**src/rtl/controller_m_if.sv**
```systemverilog
// controller_m_if: M-stage bundle between the pipeline and the memory controller.
//   Pipeline -> controller: Instr_E, Flush, Stall, ALUOutput_M, RTV_M, MUXRFWDOut, ForwardRTM
//   Controller -> pipeline: Instr_M, MemWrite, BE, MemWD, LoadType
// master: the side that drives the E-stage inputs; slave: the controller itself.
`timescale 1ns/1ps
interface controller_m_if;
  logic [31:0] Instr_E;
  logic        Flush;
  logic        Stall;
  logic [31:0] ALUOutput_M;
  logic [31:0] RTV_M;
  logic [31:0] MUXRFWDOut;
  logic        ForwardRTM;
  logic [31:0] Instr_M;
  logic        MemWrite;
  logic [3:0]  BE;
  logic [31:0] MemWD;
  logic [2:0]  LoadType;

  modport master (
    output Instr_E, Flush, Stall, ALUOutput_M, RTV_M, MUXRFWDOut, ForwardRTM,
    input  Instr_M, MemWrite, BE, MemWD, LoadType
  );

  modport slave (
    input  Instr_E, Flush, Stall, ALUOutput_M, RTV_M, MUXRFWDOut, ForwardRTM,
    output Instr_M, MemWrite, BE, MemWD, LoadType
  );
endinterface

```
**src/rtl/controller_m.sv**
```systemverilog
// controller_m: M-stage instruction register plus data-memory store/load decode.
// Ports:
//   CLK   - rising-edge clock
//   Reset - synchronous active-high reset (clears Instr_M to nop)
//   bus   - controller_m_if.slave: E-stage inputs, store data sources, and the
//           decoded MemWrite / BE / MemWD / LoadType outputs
// Configuration:
//   SUBWORD_STORE_EN - when defined, sh and sb write memory; otherwise only sw writes.
`timescale 1ns/1ps
module controller_m (
  input logic          CLK,
  input logic          Reset,
  controller_m_if.slave bus
);

  localparam logic [5:0] OpLw  = 6'b100011;
  localparam logic [5:0] OpLh  = 6'b100001;
  localparam logic [5:0] OpLhu = 6'b100101;
  localparam logic [5:0] OpLb  = 6'b100000;
  localparam logic [5:0] OpLbu = 6'b100100;
  localparam logic [5:0] OpSw  = 6'b101011;
`ifdef SUBWORD_STORE_EN
  localparam logic [5:0] OpSh  = 6'b101001;
  localparam logic [5:0] OpSb  = 6'b101000;
`endif

  logic [31:0] instr_m_q;
  logic [5:0]  opcode;
  logic [1:0]  addr_lo;
  logic [31:0] raw_wd;
  logic        mem_write;
  logic [3:0]  be;
  logic [31:0] mem_wd;
  logic [2:0]  load_type;

  // Priority: Reset, then Flush (bubble), then Stall (hold), else advance.
  always_ff @(posedge CLK) begin
    if (Reset) begin
      instr_m_q <= '0;
    end else if (bus.Flush) begin
      instr_m_q <= '0;
    end else if (!bus.Stall) begin
      instr_m_q <= bus.Instr_E;
    end
  end

  assign opcode  = instr_m_q[31:26];
  assign addr_lo = bus.ALUOutput_M[1:0];
  assign raw_wd  = bus.ForwardRTM ? bus.MUXRFWDOut : bus.RTV_M;

  // MemWD defaults to the raw data; it is only lane-replicated when a
  // sub-word store actually writes.
  always_comb begin
    mem_write = 1'b0;
    be        = 4'b0000;
    mem_wd    = raw_wd;
    load_type = 3'd0;
    unique case (opcode)
      OpSw: begin
        if (addr_lo == 2'b00) begin
          mem_write = 1'b1;
          be        = 4'b1111;
        end
      end
`ifdef SUBWORD_STORE_EN
      OpSh: begin
        if (!addr_lo[0]) begin
          mem_write = 1'b1;
          be        = addr_lo[1] ? 4'b1100 : 4'b0011;
          mem_wd    = {2{raw_wd[15:0]}};
        end
      end
      OpSb: begin
        mem_write = 1'b1;
        be        = 4'b0001 << addr_lo;
        mem_wd    = {4{raw_wd[7:0]}};
      end
`endif
      OpLw:    load_type = 3'd1;
      OpLh:    load_type = 3'd2;
      OpLhu:   load_type = 3'd3;
      OpLb:    load_type = 3'd4;
      OpLbu:   load_type = 3'd5;
      default: ;
    endcase
  end

  assign bus.Instr_M  = instr_m_q;
  assign bus.MemWrite = mem_write;
  assign bus.BE       = be;
  assign bus.MemWD    = mem_wd;
  assign bus.LoadType = load_type;

endmodule

```
**src/flat_wrapper.sv**
```systemverilog
// flat-port wrapper written by rule: the top's interface ports become plain ports
module controller_m_flat 
  (CLK, Reset, bus_Instr_E, bus_Flush, bus_Stall, bus_ALUOutput_M, bus_RTV_M, bus_MUXRFWDOut, bus_ForwardRTM, bus_Instr_M, bus_MemWrite, bus_BE, bus_MemWD, bus_LoadType);
  controller_m_if bus_i ();
  input logic CLK;
  input logic Reset;
  input wire logic [$bits(bus_i.Instr_E)-1:0] bus_Instr_E;
  input wire logic [$bits(bus_i.Flush)-1:0] bus_Flush;
  input wire logic [$bits(bus_i.Stall)-1:0] bus_Stall;
  input wire logic [$bits(bus_i.ALUOutput_M)-1:0] bus_ALUOutput_M;
  input wire logic [$bits(bus_i.RTV_M)-1:0] bus_RTV_M;
  input wire logic [$bits(bus_i.MUXRFWDOut)-1:0] bus_MUXRFWDOut;
  input wire logic [$bits(bus_i.ForwardRTM)-1:0] bus_ForwardRTM;
  output wire logic [$bits(bus_i.Instr_M)-1:0] bus_Instr_M;
  output wire logic [$bits(bus_i.MemWrite)-1:0] bus_MemWrite;
  output wire logic [$bits(bus_i.BE)-1:0] bus_BE;
  output wire logic [$bits(bus_i.MemWD)-1:0] bus_MemWD;
  output wire logic [$bits(bus_i.LoadType)-1:0] bus_LoadType;
  assign bus_i.Instr_E = bus_Instr_E;
  assign bus_i.Flush = bus_Flush;
  assign bus_i.Stall = bus_Stall;
  assign bus_i.ALUOutput_M = bus_ALUOutput_M;
  assign bus_i.RTV_M = bus_RTV_M;
  assign bus_i.MUXRFWDOut = bus_MUXRFWDOut;
  assign bus_i.ForwardRTM = bus_ForwardRTM;
  assign bus_Instr_M = bus_i.Instr_M;
  assign bus_MemWrite = bus_i.MemWrite;
  assign bus_BE = bus_i.BE;
  assign bus_MemWD = bus_i.MemWD;
  assign bus_LoadType = bus_i.LoadType;
  controller_m u_core (.CLK(CLK), .Reset(Reset), .bus(bus_i));
endmodule
```
**config.mk**
```make
export PLATFORM = sky130hd
export DESIGN_NAME = controller_m_flat
export DESIGN_NICKNAME = d
export VERILOG_FILES = /design/src/rtl/controller_m_if.sv /design/src/rtl/controller_m.sv /design/src/flat_wrapper.sv
export SDC_FILE = /design/constraint.sdc
export NUM_CORES = 1
export LEC_CHECK = 0
export ABC_AREA = 1
export CORE_MARGIN = 2
export CORE_UTILIZATION = 27
export DETAILED_ROUTE_END_ITERATION = 8
export HOLD_SLACK_MARGIN = 0.12
export PLACE_DENSITY = 0.8
export SLEW_MARGIN = 20
export SYNTH_ARGS = -nofsm -noshare
export SYNTH_HDL_FRONTEND = slang
export SYNTH_SLANG_ARGS = --single-unit
```
**constraint.sdc**
```tcl
create_clock -name CLK -period 1.3 [get_ports CLK]
set_input_delay 0.325 -clock CLK [delete_from_list [all_inputs] [get_ports CLK]]
set_output_delay 0.325 -clock CLK [all_outputs]
set_load 0.02 [all_outputs]
```
==> summary.txt <==
Logic synthesis
  – Synthesized area per cell: 6.71 um^2
  – Most instantiated cells after synthesis: nand2_1, inv_1, dfxtp_1, o21ai_0, a21oi_2
  – Cell taking the most area after synthesis: dfxtp_1
  – Sequential share of the synthesized area: 0.360
  – Top-count cell post-synth: nand2_1
  – EDFF count, synth: 0
  – Distinct cells, synth: 14
  – Synth top area share: 0.360
  – Synth Warn #: 0
  – Synth Instances: 265
  – Yosys reg bits: 32
  – Net count after synthesis: a little under 400
  – Most used DFF post-synth: dfxtp_1
  – Area contributors post-synth: dfxtp_1, nand2_1, a21oi_2
  – Synthesized cell area: around 0.0018 mm^2
  – Asr flop ratio synth: 0

Flow run
  – Max Cap Viol: 0

Critical path
  – Crit end category: output port
  – Worst setup path class: flip-flop to output port
  – CP Data Required Time: just under 1 ns
  – Startpoint types: flip-flop
  – CP arrival: 1.27 ns
  – Worst-path fanout max: 3

Cells and area
  – Fillers: 625
  – Register area: approximately 650 um^2
  – Fin cells: 530
  – Layout cell share with drive strength beyond 1: 0.316
  – Multi-input gate area: about 900 um^2
  – Final Net Count: just under 600
  – Area grow syn2layout: 108%
  – Max reg flops: 32

Detailed routing
  – Final Routed Wirelength: 7850 um
  – DRT antenna net count: 0
  – Vias per cell: between 4 and 5
  – 1st-pass router iterations: 4
  – Vias: roughly 2,400
  – Initial DRC count: slightly below 60
  – DRC violations left: 0
  – Post-DR wirelength/cell: about 15 um

Floorplanning
  – Std-Cell Core Area: between 0.006 and 0.007 mm^2
  – Die width: between 80 and 90 um
  – Starting density of the core: 0.280
  – Row cnt: 29
  – Die Footprint: between 0.007 and 0.008 mm^2
  – # IOs: just over 200
  – Die height: ~85 um

Timing
  – Fin worst setup slack: -0.298 ns
  – RSZ-0062 raised after global routing: yes
  – Skew final: 0 ns
  – Period utilization: 1.23
  – Hold Violations, Final: 0
  – F_max: 0.626 GHz
  – Setup violators final: 8
  – Final min period: 1.60 ns
  – Least-Margin Pin Slew: between 0.2 and 0.3 ns
  – Final Max Slew Viols: 0
  – Slew headroom: 0.829

Power
  – VDD IR max: 676 uV
  – Leakage: around 1.8 nW
  – P per Cell Area: slightly below 800 mW/mm^2
  – Power Total: about 2.9 mW

Clock network
  – Clk buf depth: 2
  – Clock Latency Late Sink: slightly below 0.3 ns
  – TritonCTS clock tree: done
  – H-Tree Depth: 2
  – Reg clk slew, reported paths: 0.07 ns
  – TritonCTS Buffers: 5
  – Root buffer cell: clkbuf_8
  – Hold Buf Count CTS: 0
  – Sinks on Clock Net: 32

Global routing
  – Vias in the first global route: roughly 2,300
  – GR Util All Layers: 0.206
  – First-pass GRT wire length: between 10,000 and 15,000 um
  – Grt ovf: 0
  – Initial antenna violation count: 4
  – Largest net degree at the start of global routing: 22

Run status
  – Status: finished, violations left
  – Failing checks: setup timing

Placement
  – Gpl congestion: approximately 0.89
  – Dpl hpwl: approximately 5800 um
  – Placed Instances: just over 500
  – Port Buf Inserts: 174

Min path
  – Path category of the worst min-delay check: flip-flop to flip-flop
==> worst max-delay path, cell delays in order (launching register included) <==
cell,delay [ns]
dfxtp_4,0.35
inv_2,0.04
nor2_4,0.12
nand3_2,0.09
nor2_4,0.16
buf_6,0.12
buf_6,0.10
==> area by class of cell <==
cell class              instances  share of cell area
clock buffers                   5              0.0186
diodes                          4             0.00271
multi-input cells             173               0.239
well taps                      77              0.0261
repair buffers                198               0.487
inverters                      38              0.0386
flip-flops and latches         32               0.176
clock inverters                 3              0.0112
==> where the power goes <==
group | internal (mW) | switching [mW] | leakage [nW]
sequential | 1.01 | 0.0171 | 0.263
combinational | 0.466 | 0.432 | 1.47
clock | 0.568 | 0.390 | 0.0585
total | 2.04 | 0.839 | 1.80
==> layout by cell type, fill, tap and decap left out, types with 2 or more instances in the layout <==
cell type and count:
clkbuf_8 5, a21oi_2 31, clkbuf_2 17, dfxtp_2 2, dlymetal6s2s_1 2, diode_2 4, dfxtp_1 28, clkdlybuf4s15_1 8
dlygate4sd2_1 64, nand3_1 2, nor2_4 2, a21oi_1 2, buf_16 3, inv_2 3, buf_12 4, nand2_1 98
buf_6 10, dfxtp_4 2, inv_1 35, o21ai_1 31, buf_2 6, buf_4 46, nor2_2 2, clkdlybuf4s50_1 36
==> through the flow <==
| stage | setup slack, ns | setup TNS, ns | utilization | hold slack (ns) | instance area (um^2) |
|---|---|---|---|---|---|
| 2_1_floorplan | -0.145 | -4.03 | - | 0.464 | 1820 |
| 3_3_place_gp | -0.904 | -35.60 | 0.579 | 0.443 | 3680 |
| 3_5_place_dp | -0.900 | -37.34 | 0.579 | 0.449 | 3680 |
| 4_1_cts | -0.360 | -2.00 | 0.580 | 0.456 | 3680 |
| 5_1_grt | -0.364 | -2.59 | 0.581 | 0.481 | 3690 |
| 6_report | -0.298 | -2.09 | 0.582 | 0.458 | 3700 |
==> routing by layer <==
layer,global-route usage,up-vias,wire [um]
li1,-,1184,-
met1,0.239,1055,3130
met2,0.352,103,3960
met3,0.0652,13,610
met4,0.0779,0,146
met5,0,-,0
==> cells by family (layout without fill, tap and decap cells) <==
group / after synthesis / count (layout) / share of synthesized area
AO/OA/AOI/OAI: 65 / 65 / 0.246
AND/OR/NAND/NOR: 108 / 108 / 0.232
flip-flops: 32 / 32 / 0.360
buffers and inverters: 60 / 244 / 0.162
other: 0 / 4 / 0
==> path summary, 6_finish.rpt <==
check,start,end,slack [ns],cells past startpoint
worst max register to register,u_core.bus.Instr_M[26]$_SDFFE_PP0N_,u_core.bus.Instr_M[26]$_SDFFE_PP0N_,0.56,3
worst min register to register,u_core.bus.Instr_M[20]$_SDFFE_PP0N_,u_core.bus.Instr_M[20]$_SDFFE_PP0N_,0.46,2
worst max-delay path,u_core.bus.Instr_M[31]$_SDFFE_PP0N_,bus_BE[3],-0.30,6
worst min-delay path,u_core.bus.Instr_M[20]$_SDFFE_PP0N_,u_core.bus.Instr_M[20]$_SDFFE_PP0N_,0.46,2
==> what timing repair did <==
item / CTS / global route
resized for setup: 398 / 45
endpoints found under the setup margin: 72 / 32
buffers inserted: 2 / 3
cloned: 3 / 1
pin swaps: 48 / 4
(Power assumes the default switching activity.)
